==> src/rtl/mem_access_unit_if.sv <==
// Request and data-bus signal bundle for mem_access_unit.
// The slave view belongs to the unit; the master view belongs to the CPU/bus environment.
interface mem_access_unit_if;
   logic        req_valid;
   logic        req_ready;
   logic        MemRW;
   logic [1:0]  DataWSel;
   logic [2:0]  DataRSel;
   logic [31:0] addr;
   logic [31:0] wdata;
   logic        bus_req;
   logic        bus_we;
   logic [31:0] bus_addr;
   logic [3:0]  bus_be;
   logic [31:0] bus_wdata;
   logic        bus_ack;
   logic [31:0] bus_rdata;
   logic        done;
   logic [31:0] rdata;
   logic        misalign_err;
   logic        bus_err;

   modport slave (
      input  req_valid, MemRW, DataWSel, DataRSel, addr, wdata, bus_ack, bus_rdata,
      output req_ready, bus_req, bus_we, bus_addr, bus_be, bus_wdata,
             done, rdata, misalign_err, bus_err
   );

   modport master (
      output req_valid, MemRW, DataWSel, DataRSel, addr, wdata, bus_ack, bus_rdata,
      input  req_ready, bus_req, bus_we, bus_addr, bus_be, bus_wdata,
             done, rdata, misalign_err, bus_err
   );
endinterface

==> src/rtl/mem_access_unit.sv <==
// Load/store unit: one word-addressed bus access per request, with byte enables,
// lane extraction and sign/zero extension of load data, misalign and timeout reporting.
module mem_access_unit #(
   parameter int unsigned TIMEOUT_CYC = 255
) (
   input logic              clk,
   input logic              rst,
   mem_access_unit_if.slave mif
);

   typedef enum logic [1:0] {IDLE, BUS, RESP} state_t;
   typedef enum logic [1:0] {SZ_BYTE, SZ_HALF, SZ_WORD} size_t;

   localparam logic [7:0] TMO_LAST = 8'(TIMEOUT_CYC - 1);

   state_t      state;
   state_t      next_state;
   size_t       acc_size;
   logic        accept;
   logic        aligned;
   logic [3:0]  be_next;
   logic [31:0] wdata_next;
   logic [31:0] lane_word;
   logic [31:0] load_ext;
   logic [7:0]  tmo_cnt;
   logic        we_q;
   logic [2:0]  rsel_q;
   logic [1:0]  lane_q;
   logic        misalign_q;
   logic        timeout_q;
   logic [31:0] bus_addr_q;
   logic [3:0]  bus_be_q;
   logic [31:0] bus_wdata_q;
   logic [31:0] rdata_q;

   assign accept = mif.req_valid && (state == IDLE);

   // Access width comes from DataWSel for stores and DataRSel for loads.
   always_comb begin
      acc_size = SZ_WORD;
      if (mif.MemRW) begin
         case (mif.DataWSel)
            2'b01:   acc_size = SZ_BYTE;
            2'b11:   acc_size = SZ_HALF;
            default: acc_size = SZ_WORD;
         endcase
      end else begin
         case (mif.DataRSel)
            3'b001, 3'b011: acc_size = SZ_BYTE;
            3'b010, 3'b100: acc_size = SZ_HALF;
            default:        acc_size = SZ_WORD;
         endcase
      end
   end

   always_comb begin
      aligned    = 1'b1;
      be_next    = 4'b1111;
      wdata_next = mif.wdata;
      case (acc_size)
         SZ_BYTE: begin
            be_next    = 4'b0001 << mif.addr[1:0];
            wdata_next = {4{mif.wdata[7:0]}};
         end
         SZ_HALF: begin
            aligned    = ~mif.addr[0];
            be_next    = mif.addr[1] ? 4'b1100 : 4'b0011;
            wdata_next = {2{mif.wdata[15:0]}};
         end
         default: begin
            aligned    = (mif.addr[1:0] == 2'b00);
         end
      endcase
   end

   always_ff @(posedge clk or posedge rst) begin
      if (rst) state <= IDLE;
      else     state <= next_state;
   end

   always_comb begin
      next_state = state;
      case (state)
         IDLE: if (accept) next_state = aligned ? BUS : RESP;
         BUS:  if (mif.bus_ack || (tmo_cnt == TMO_LAST)) next_state = RESP;
         RESP: next_state = IDLE;
         default: next_state = IDLE;
      endcase
   end

   assign lane_word = mif.bus_rdata >> {lane_q, 3'b000};

   always_comb begin
      load_ext = lane_word;
      case (rsel_q)
         3'b001:  load_ext = {{24{lane_word[7]}}, lane_word[7:0]};
         3'b011:  load_ext = {24'h0, lane_word[7:0]};
         3'b010:  load_ext = {{16{lane_word[15]}}, lane_word[15:0]};
         3'b100:  load_ext = {16'h0, lane_word[15:0]};
         default: load_ext = lane_word;
      endcase
   end

   // Bus fields are only reloaded for aligned requests, so they stay stable through BUS.
   always_ff @(posedge clk or posedge rst) begin
      if (rst) begin
         we_q        <= 1'b0;
         rsel_q      <= 3'b000;
         lane_q      <= 2'b00;
         misalign_q  <= 1'b0;
         timeout_q   <= 1'b0;
         tmo_cnt     <= 8'h00;
         bus_addr_q  <= 32'h0;
         bus_be_q    <= 4'h0;
         bus_wdata_q <= 32'h0;
         rdata_q     <= 32'h0;
      end else if (accept) begin
         we_q       <= mif.MemRW;
         rsel_q     <= mif.DataRSel;
         lane_q     <= mif.addr[1:0];
         misalign_q <= ~aligned;
         timeout_q  <= 1'b0;
         tmo_cnt    <= 8'h00;
         if (aligned) begin
            bus_addr_q  <= {mif.addr[31:2], 2'b00};
            bus_be_q    <= be_next;
            bus_wdata_q <= wdata_next;
         end
      end else if (state == BUS) begin
         if (mif.bus_ack) begin
            if (!we_q) rdata_q <= load_ext;
         end else begin
            tmo_cnt <= tmo_cnt + 8'h01;
            if (tmo_cnt == TMO_LAST) timeout_q <= 1'b1;
         end
      end
   end

   assign mif.req_ready    = (state == IDLE);
   assign mif.bus_req      = (state == BUS);
   assign mif.bus_we       = (state == BUS) && we_q;
   assign mif.bus_addr     = bus_addr_q;
   assign mif.bus_be       = bus_be_q;
   assign mif.bus_wdata    = bus_wdata_q;
   assign mif.done         = (state == RESP);
   assign mif.rdata        = rdata_q;
   assign mif.misalign_err = (state == RESP) && misalign_q;
   assign mif.bus_err      = (state == RESP) && timeout_q;

endmodule

==> src/flat_wrapper.sv <==
// flat-port wrapper written by rule: the top's interface ports become plain ports
module mem_access_unit_flat 
#(
   parameter int unsigned TIMEOUT_CYC = 255
)
  (clk, rst, mif_req_valid, mif_MemRW, mif_DataWSel, mif_DataRSel, mif_addr, mif_wdata, mif_bus_ack, mif_bus_rdata, mif_req_ready, mif_bus_req, mif_bus_we, mif_bus_addr, mif_bus_be, mif_bus_wdata, mif_done, mif_rdata, mif_misalign_err, mif_bus_err);
  mem_access_unit_if mif_i ();
  input logic clk;
  input logic rst;
  input wire logic [$bits(mif_i.req_valid)-1:0] mif_req_valid;
  input wire logic [$bits(mif_i.MemRW)-1:0] mif_MemRW;
  input wire logic [$bits(mif_i.DataWSel)-1:0] mif_DataWSel;
  input wire logic [$bits(mif_i.DataRSel)-1:0] mif_DataRSel;
  input wire logic [$bits(mif_i.addr)-1:0] mif_addr;
  input wire logic [$bits(mif_i.wdata)-1:0] mif_wdata;
  input wire logic [$bits(mif_i.bus_ack)-1:0] mif_bus_ack;
  input wire logic [$bits(mif_i.bus_rdata)-1:0] mif_bus_rdata;
  output wire logic [$bits(mif_i.req_ready)-1:0] mif_req_ready;
  output wire logic [$bits(mif_i.bus_req)-1:0] mif_bus_req;
  output wire logic [$bits(mif_i.bus_we)-1:0] mif_bus_we;
  output wire logic [$bits(mif_i.bus_addr)-1:0] mif_bus_addr;
  output wire logic [$bits(mif_i.bus_be)-1:0] mif_bus_be;
  output wire logic [$bits(mif_i.bus_wdata)-1:0] mif_bus_wdata;
  output wire logic [$bits(mif_i.done)-1:0] mif_done;
  output wire logic [$bits(mif_i.rdata)-1:0] mif_rdata;
  output wire logic [$bits(mif_i.misalign_err)-1:0] mif_misalign_err;
  output wire logic [$bits(mif_i.bus_err)-1:0] mif_bus_err;
  assign mif_i.req_valid = mif_req_valid;
  assign mif_i.MemRW = mif_MemRW;
  assign mif_i.DataWSel = mif_DataWSel;
  assign mif_i.DataRSel = mif_DataRSel;
  assign mif_i.addr = mif_addr;
  assign mif_i.wdata = mif_wdata;
  assign mif_i.bus_ack = mif_bus_ack;
  assign mif_i.bus_rdata = mif_bus_rdata;
  assign mif_req_ready = mif_i.req_ready;
  assign mif_bus_req = mif_i.bus_req;
  assign mif_bus_we = mif_i.bus_we;
  assign mif_bus_addr = mif_i.bus_addr;
  assign mif_bus_be = mif_i.bus_be;
  assign mif_bus_wdata = mif_i.bus_wdata;
  assign mif_done = mif_i.done;
  assign mif_rdata = mif_i.rdata;
  assign mif_misalign_err = mif_i.misalign_err;
  assign mif_bus_err = mif_i.bus_err;
  mem_access_unit #(.TIMEOUT_CYC(TIMEOUT_CYC)) u_core (.clk(clk), .rst(rst), .mif(mif_i));
endmodule
==> config.mk <==
export PLATFORM = sky130hd
export DESIGN_NAME = mem_access_unit_flat
export DESIGN_NICKNAME = d
export VERILOG_FILES = /design/src/rtl/mem_access_unit_if.sv /design/src/rtl/mem_access_unit.sv /design/src/flat_wrapper.sv
export SDC_FILE = /design/constraint.sdc
export NUM_CORES = 1
export LEC_CHECK = 0
export CORE_MARGIN = 1
export CORE_UTILIZATION = 48
export CTS_CLUSTER_DIAMETER = 80
export DETAILED_ROUTE_END_ITERATION = 16
export GPL_TIMING_DRIVEN = 0
export PLACE_DENSITY = 0.87
export SLEW_MARGIN = 15
export SYNTH_ARGS = -nofsm -noshare
export SYNTH_HDL_FRONTEND = slang
export SYNTH_SLANG_ARGS = --single-unit
export TNS_END_PERCENT = 5
==> constraint.sdc <==
create_clock -name clk -period 5.35 [get_ports clk]
set_clock_uncertainty 0.05 [all_clocks]
set_input_delay 0.8025 -clock clk [delete_from_list [all_inputs] [get_ports clk]]
set_output_delay 0.8025 -clock clk [all_outputs]
set_load 0.05 [all_outputs]
==> impl_metrics.csv, run 1 <==
group,metric,value,unit
status,outcome,"finished, final reports clean",
yosys,async_flop_share,100,%
timing,finalHoldViolations,0,
power,p_sw_share,45.6,%
yosys,yosys_warnings,0,
job,drv_cap,0,
detailed_routing,dr.pass1.iters,6,
detailed_routing,vias,5013,
timing,final.setup.tns,0,ns
yosys,yosysTopAreaCell,"dfrtp_1",
timing,fmax,325,MHz
power,power_density,689,nW/um^2
die,io_pins,212,
yosys,avgSynthCellArea,11.3,sq um
yosys,synth.distinct_cells,49,
final_layout,final_common_cell,"clkdlybuf4s50_1",
clock_network,cts_resized,0,
setup_path,worstPathArrival,3.33,ns
die,die_h,110,um
timing,holdWs,0.425,ns
worst_hold_path,hp-start,"u_core.mif.rdata[6]",
detailed_routing,ant_nets,0,
setup_path,start_kind,"input port",
clock_network,cts.htree.levels,4,
setup_path,rr_endpoint,"u_core.mif.bus_wdata[10]",
final_layout,area_delta_synth_final,52.1,%
timing,slew_headroom,31.3,%
clock_network,cts_sinks,116,
power,pwr-share-clk,20.9,%
timing,period_minus_slack,3.07,ns
clock_network,cts_buffers,17,
grt,grt_max_degree,82,
detailed_routing,totalWireLength,18200,um
clock_network,post_cts_buffers,0,
timing,rsz0062_at_grt,"false",
timing,setup_viol,0,
setup_path,required,5.60,ns
worst_hold_path,hold_path_class,"reg -> reg",
detailed_routing,wire_per_inst,20.6,um
yosys,synth_edf_count,0,
grt,grt_overflow,0,
placed_design,hpwl,12500,um
power,p_seq_share,26.1,%
clock_network,path_clk_slew,0.06,ns
final_layout,layout_common_cells,"clkdlybuf4s50_1, dfrtp_1, mux2_2, nand2_1, nor2_1",
power,pwr-share-comb,53.0,%
grt,antenna_found_initial,0,
yosys,syn_area,5610,sq um
setup_path,endpoint_kind,"flip-flop",
timing,fin_crit_sh,57.5,%
final_layout,multi_input_area,2480,sq um
grt,grt_pass1_wl,27300,um
clock_network,cts_buffer_depth,2,
power,p_sw,2.68,mW
die,die_w,110,um
final_layout,nets,834,
final_layout,regArea,2900,sq um
clock_network,tritoncts,"yes",
yosys,syn_inst,498,
setup_path,worstPathMaxFanout,10,
yosys,netlist.area_leader.share,51.8,%
power,vdd_drop_max,0.491,mV
die,core_area,11400,sq um
setup_path,ff2ff_setup_slack,2.86,ns
yosys,synth_seq_cells,116,
timing,worstMarginPinSlew,1.02,ns
detailed_routing,vias_per_cell,5.69,
die,start_util,49.1,%
placed_design,port_buffers,207,
final_layout,diodes,0,
setup_path,timing.setup.critical_path_class,"in -> reg",
power,p_leak,3.59,nW
setup_path,reg2reg_from,"u_core.state[1]",
final_layout,layout-drive-gt1-share,16.7,%
clock_network,root_buffer,"clkbuf_16",
die,row_count,39,
yosys,ys_top_cells_by_area,"dfrtp_1, mux2_2, mux2i_1, nand2_1, nor2_1",
timing,drv_slew,0,
final_layout,n_fill_cell,770,
placed_design,place_congestion,0.892,
yosys,ys_seq_area_share,51.8,%
grt,first_global_vias,5181,
detailed_routing,drc,0,
clock_network,holdBufCountCts,0,
detailed_routing,drt_iter0_markers,389,
worst_hold_path,hold_depth,2,
clock_network,clk_latency,0.41,ns
die,die_area,12100,sq um
setup_path,ff2ff_path_depth,5,
worst_hold_path,hold_path_end,"u_core.mif.rdata[6]",
grt,grtUsageTotal,30.8,%
power,p_int,3.20,mW
yosys,synth_ff_type,"dfrtp_1",
-- registers in the layout, indices dropped and copies added (netlist names) --
| signal | flops |
|---|---|
| u_core.lane_q | 2 |
| u_core.mif.bus_addr | 30 |
| u_core.mif.bus_be | 4 |
| u_core.mif.bus_wdata | 32 |
| u_core.mif.rdata | 32 |
| u_core.misalign_q | 1 |
| u_core.rsel_q | 3 |
| u_core.state | 2 |
| u_core.timeout_q | 1 |
| u_core.tmo_cnt | 8 |
| u_core.we_q | 1 |
-- cells in the mapped netlist, types with 2 or more instances --
master / number
dfrtp_1: 116
mux2_2: 76
nand2_1: 53
nor2_1: 37
mux2i_1: 25
nand3_1: 20
inv_1: 16
clkbuf_1: 15
o21ai_0: 15
a21oi_1: 13
and2_1: 11
o211ai_1: 10
a222oi_1: 8
o22a_1: 8
buf_6: 6
a211oi_1: 5
xnor2_1: 5
buf_1: 4
nand4_1: 4
and3b_1: 3
buf_2: 3
mux2_1: 3
nor2b_1: 3
nor3b_1: 3
xor2_1: 3
a21o_1: 2
buf_4: 2
ha_1: 2
nand2b_1: 2
nand3b_1: 2
o31a_1: 2
o31ai_1: 2
or2_2: 2
or3_1: 2
-- layer usage --
| layer | GRT usage [%] | wire (um) |
|---|---|---|
| met2 | 53.8 | 9170 |
| met5 | 0 | 0 |
| met1 | 34.4 | 6760 |
| met4 | 14.0 | 498 |
| met3 | 9.23 | 1740 |
-- layout make-up --
cell class / instances / area share (%)
Sequential cell: 116 / 34.0
Tap cell: 143 / 2.10
Timing Repair Buffer: 208 / 24.6
Clock buffer: 22 / 5.68
Clock inverter: 9 / 1.76
Inverter: 16 / 0.763
Multi-Input combinational cell: 337 / 29.1
Buffer: 30 / 1.98
-- worst max-delay path: stages --
cell and delay, ns:
clkdlybuf4s50_1 0.49, nor3_1 0.30, o31a_1 0.38, buf_2 0.35, clkbuf_1 0.51, a21oi_1 0.19, o31ai_1 0.29
-- per-stage QoR --
step | power [mW] | util, % | area [sq um] | instances | setup slack (ns)
after floorplan | 3.52 | - | 5610 | 499 | 1.43
after global placement | 4.53 | 68.8 | 7860 | 849 | -0.185
after detailed placement | 4.60 | 69.1 | 7890 | 850 | 2.02
after CTS | 5.88 | 74.7 | 8530 | 881 | 2.32
after global routing | 6.10 | 74.7 | 8530 | 881 | 2.21
final | 5.87 | 74.7 | 8530 | 881 | 2.28
-- how the worst max path moves through the flow --
stage	start	end
finish	mif_DataRSel[0]	u_core.misalign_q
global route	mif_DataRSel[0]	u_core.misalign_q
CTS	u_core.state[1]	mif_misalign_err
detailed placement	mif_MemRW	u_core.mif.bus_wdata[1]
global placement	rst	u_core.mif.bus_wdata[19]
floorplan	rst	u_core.lane_q[0]
-- cell families (layout without fill, tap and decap cells) --
group	after synthesis	in the layout	share of synthesized area [%]
fa+ha+maj	2	2	0.446
flops	116	116	51.8
simple gates	146	146	12.1
xor+xnor	8	8	1.25
compound gates	75	75	9.91
buf+inv	46	285	4.08
other cells	1	2	0.0669
mux	104	104	20.3
-- power groups by stage --
stage,clock network (mW),registers [mW],logic [mW]
floorplan,0,2.76,0.756
global placement,0,1.50,3.03
detailed placement,0,1.53,3.08
CTS,1.24,1.53,3.12
global route,1.27,1.58,3.25
finish,1.23,1.53,3.11
Note: power is estimated with default switching activity, not from simulation.
==> inputs of run 2 (changes only) <==
CORE_UTILIZATION = 40   (was 48)
PLACE_DENSITY = 0.78   (was 0.87)
clock period = 2.5 ns   (was 5.35 ns; I/O delays follow)
==> impl_metrics.csv, run 2 (synthesized netlist as in run 1, its figures left out) <==
group,metric,value,unit
status,outcome,"finished, final reports clean",
setup_path,worstPathArrival,2.56,ns
final_layout,area_delta_synth_final,52.5,%
setup_path,rr_endpoint,"u_core.mif.bus_addr[2]",
detailed_routing,vias,4872,
clock_network,path_clk_slew,0.05,ns
setup_path,required,2.74,ns
timing,fin_crit_sh,93.1,%
power,p_leak,3.64,nW
die,io_pins,212,
clock_network,cts_buffers,17,
power,p_int,6.54,mW
grt,grt_overflow,0,
timing,worstMarginPinSlew,0.990,ns
power,p_sw,5.60,mW
setup_path,cp-startpoint,"mif_MemRW",
detailed_routing,totalWireLength,16900,um
final_layout,layout-drive-gt1-share,17.2,%
setup_path,start_kind,"input port",
power,vdd_drop_max,0.833,mV
final_layout,n_fill_cell,1067,
die,row_count,42,
grt,first_global_vias,5072,
power,pwr-share-clk,18.9,%
placed_design,place_congestion,0.924,
clock_network,tritoncts,"yes",
die,start_util,41.7,%
detailed_routing,vias_per_cell,5.30,
timing,rsz0062_at_grt,"true",
detailed_routing,drt_iter0_markers,257,
clock_network,holdBufCountCts,0,
power,p_seq_share,26.7,%
grt,grtUsageTotal,24.2,%
setup_path,cp-endpoint,"u_core.mif.bus_wdata[26]",
timing,finalHoldViolations,0,
timing,slew_headroom,33.6,%
power,total_power,12.1,mW
placed_design,hpwl,12700,um
grt,grt_pass1_wl,26700,um
timing,period_minus_slack,2.33,ns
final_layout,nets,838,
setup_path,timing.setup.critical_path_class,"in -> reg",
timing,drv_slew,0,
power,p_sw_share,46.1,%
grt,grt_max_degree,37,
die,die_area,14500,sq um
die,core_area,13500,sq um
placed_design,dp_slack,-0.406,ns
detailed_routing,wire_per_inst,18.4,um
final_layout,layout_common_cells,"clkdlybuf4s50_1, dfrtp_1, mux2_2, nand2_1, nor2_1",
clock_network,clk_latency,0.42,ns
detailed_routing,ant_nets,0,
clock_network,cts_sinks,116,
setup_path,ff2ff_path_depth,6,
final_layout,final_common_cell,"clkdlybuf4s50_1",
power,power_density,1420,nW/um^2
die,die_w,120,um
timing,setup_slack,0.172,ns
detailed_routing,dr.pass1.iters,5,
timing,setup_viol,0,
job,drv_cap,0,
detailed_routing,drc,0,
power,pwr-share-comb,54.5,%
setup_path,reg2reg_from,"u_core.state[1]",
setup_path,endpoint_kind,"flip-flop",
grt,antenna_found_initial,0,
clock_network,cts.htree.levels,4,
setup_path,ff2ff_setup_slack,0.24,ns
timing,fmax,429,MHz
clock_network,cts_buffer_depth,2,
final_layout,diodes,0,
clock_network,root_buffer,"clkbuf_16",
placed_design,port_buffers,207,
worst_hold_path,hold_path_class,"in -> async",
die,die_h,120,um
setup_path,worstPathMaxFanout,10,
## run 2: through the flow
step / TNS (ns) / hold slack (ns) / utilization (%) / instances / instance area, sq um
detailed placement: -22.14 / 0.413 / 59.2 / 885 / 7970
global route: -0.0417 / 0.334 / 63.6 / 919 / 8550
global placement: -70.46 / 0.416 / 58.8 / 882 / 7910
CTS: -0.000637 / 0.301 / 63.4 / 917 / 8530
floorplan: 0 / 0.390 / - / 499 / 5610
finish: 0 / 0.304 / 63.6 / 919 / 8550
## run 2: worst min path at each step
stage,depth (start not counted),to,slack (ns)
after floorplan,2,u_core.misalign_q,0.39
after global placement,2,u_core.mif.rdata[1],0.42
after detailed placement,2,u_core.mif.rdata[4],0.41
after CTS,2,u_core.mif.rdata[12],0.30
after global routing,2,u_core.mif.rdata[12],0.33
final,2,u_core.mif.rdata[11],0.30
## run 2: power by group through the flow
stage / sequential, mW / combinational [mW] / clock, mW
floorplan: 5.91 / 1.62 / 0
global placement: 3.21 / 6.50 / 0
detailed placement: 3.25 / 6.60 / 0
CTS: 3.24 / 6.63 / 2.33
global route: 3.35 / 6.92 / 2.39
finish: 3.24 / 6.62 / 2.29
## run 2: metal layers
layer / GRT usage, % / part of all wire [%] / up-vias / wire (um)
li1: - / - / 2234 / -
met5: 0 / 0 / - / 0
met4: 8.10 / 1.5 / 0 / 257
met3: 9.95 / 11 / 20 / 1840
met1: 27.8 / 39 / 2376 / 6590
met2: 40.8 / 49 / 242 / 8250
## run 2: timing repair
item | in CTS | in global routing
endpoints found under the setup margin | 4 | 58
resized for setup | 3 | 4
setup buffers | 0 | 2
pin swaps | 0 | 1
## run 2: area by class of cell
class	count	area [sq um]	share of cell area, %
Inverter	16	63.8	0.746
Clock inverter	9	77.6	0.907
Sequential cell	116	2900	34.0
Tap cell	176	220	2.58
Multi-Input combinational cell	337	2480	29.0
Clock buffer	23	488	5.71
Buffer	30	170	1.99
Timing Repair Buffer	212	2150	25.1
## run 2: critical path: stages
cell             delay, ns
clkdlybuf4s50_1       0.54
and3b_1               0.27
or2_2                 0.30
clkbuf_1              0.26
buf_2                 0.28
a222oi_1              0.41
mux2i_1               0.12
==> inputs of run 3 (changes only) <==
CORE_UTILIZATION = 48   (was 40)
PLACE_DENSITY = 0.87   (was 0.78)
clock period = 2.82 ns   (was 2.5 ns; I/O delays follow)
==> impl_metrics.csv, run 3 (synthesized netlist as in run 1, its figures left out) <==
group,metric,value,unit
status,outcome,"finished, final reports clean",
setup_path,ff2ff_path_depth,5,
clock_network,cts_sinks,116,
setup_path,worstPathArrival,2.20,ns
grt,grt_max_degree,31,
die,start_util,49.1,%
final_layout,nets,837,
setup_path,ff2ff_setup_slack,0.39,ns
timing,finalHoldViolations,0,
setup_path,crit_slowest_cell,"clkdlybuf4s50_1",
detailed_routing,drc,0,
final_layout,layout_common_cells,"clkdlybuf4s50_1, dfrtp_1, mux2_2, nand2_1, nor2_1",
placed_design,dp_slack,-0.124,ns
job,drv_cap,0,
timing,worstMarginPinSlew,0.936,ns
timing,setup_slack,0.148,ns
clock_network,path_clk_slew,0.06,ns
placed_design,place_congestion,0.886,
die,die_area,12100,sq um
clock_network,cts_buffer_depth,2,
setup_path,cp-startpoint,"u_core.state[1]",
final_layout,area_delta_synth_final,52.9,%
setup_path,start_kind,"flip-flop",
detailed_routing,vias_per_cell,5.60,
power,vdd_drop_max,0.967,mV
die,die_w,110,um
timing,period_minus_slack,2.67,ns
grt,first_global_vias,5141,
detailed_routing,wire_per_inst,19.9,um
timing,fmax,374,MHz
power,power_density,1280,nW/um^2
placed_design,hpwl,12500,um
grt,grt_pass1_wl,26900,um
power,total_power,11.0,mW
timing,drv_slew,0,
placed_design,port_buffers,207,
setup_path,timing.setup.critical_path_class,"reg -> out",
setup_path,critical_path.cell_chain,"nor2b_1 > and2_1 > clkdlybuf4s50_1",
detailed_routing,dr.pass1.iters,5,
final_layout,final_common_cell,"clkdlybuf4s50_1",
clock_network,tritoncts,"yes",
final_layout,layout-drive-gt1-share,17.1,%
clock_network,cts_resized,0,
grt,grt_overflow,0,
die,die_h,110,um
clock_network,holdBufCountCts,0,
setup_path,required,2.35,ns
clock_network,cts_buffers,17,
setup_path,endpoint_kind,"output pin",
grt,antenna_found_initial,0,
clock_network,clk_latency,0.42,ns
final_layout,finalInstanceArea,8570,sq um
detailed_routing,totalWireLength,17600,um
worst_hold_path,hold_path_class,"in -> async",
setup_path,crit_family,"buffers and inverters",
timing,rsz0062_at_grt,"false",
final_layout,utilization,75.1,%
setup_path,crit_buf_inv,1,
die,row_count,39,
placed_design,postPlaceCellArea,7960,sq um
final_layout,n_fill_cell,727,
die,io_pins,212,
detailed_routing,vias,4956,
setup_path,worstPathMaxFanout,7,
setup_path,rr_endpoint,"u_core.mif.bus_addr[23]",
final_layout,diodes,0,
setup_path,max_stage_delay,0.83,ns
detailed_routing,ant_nets,0,
clock_network,root_buffer,"clkbuf_16",
clock_network,post_cts_buffers,0,
grt,grtUsageTotal,30.3,%
die,core_area,11400,sq um
detailed_routing,drt_iter0_markers,314,
clock_network,cts.htree.levels,4,
setup_path,reg2reg_from,"u_core.state[1]",
power,p_leak,3.60,nW
timing,slew_headroom,37.2,%
timing,fin_crit_sh,94.8,%
timing,setup_viol,0,
==> run 3: power breakdown <==
part           leakage [nW]  switching (mW)  internal [mW]
Sequential             1.41           0.464           2.41
Combinational          1.91            3.79           2.10
Clock                 0.292           0.789           1.44
==> run 3: worst max path at each step <==
stage	slack (ns)	cells past startpoint	to
finish	0.15	3	mif_misalign_err
CTS	0.16	3	mif_misalign_err
floorplan	0.57	5	u_core.mif.rdata[17]
global placement	-0.14	2	u_core.mif.bus_addr[22]
detailed placement	-0.12	6	u_core.mif.bus_addr[31]
global route	0.09	6	u_core.mif.bus_addr[23]
==> run 3: per-stage QoR <==
| step | setup TNS, ns | cells | hold WS [ns] |
|---|---|---|---|
| after floorplan | 0 | 499 | 0.390 |
| after global placement | -16.77 | 849 | 0.411 |
| after detailed placement | -5.04 | 853 | 0.413 |
| after CTS | 0 | 885 | 0.356 |
| after global routing | 0 | 885 | 0.397 |
| final | 0 | 885 | 0.351 |
==> run 3: worst register-to-register path: stages (launching register included) <==
cell and delay (ns):
dfrtp_1 0.43, or3b_1 0.39, clkbuf_1 0.24, a221oi_4 0.57
buf_6 0.25, mux2_2 0.37
==> run 3: layer usage <==
layer  wire, um  part of all wire (%)  GRT usage, %
met5          0                     0             0
met1       6640                    38          33.8
met2       8910                    51          53.0
met3       1570                   9.0          8.76
met4        446                   2.5          14.5
==> run 3: cell type report <==
type	count	area (sq um)	area share [%]
sequential	116	2900	33.9
multi-input combinational	337	2480	28.9
timing repair buffer	211	2170	25.3
clock buffer	20	457	5.33
tap	143	179	2.09
buffer	30	169	1.97
clock inverter	12	154	1.80
inverter	16	63.8	0.745
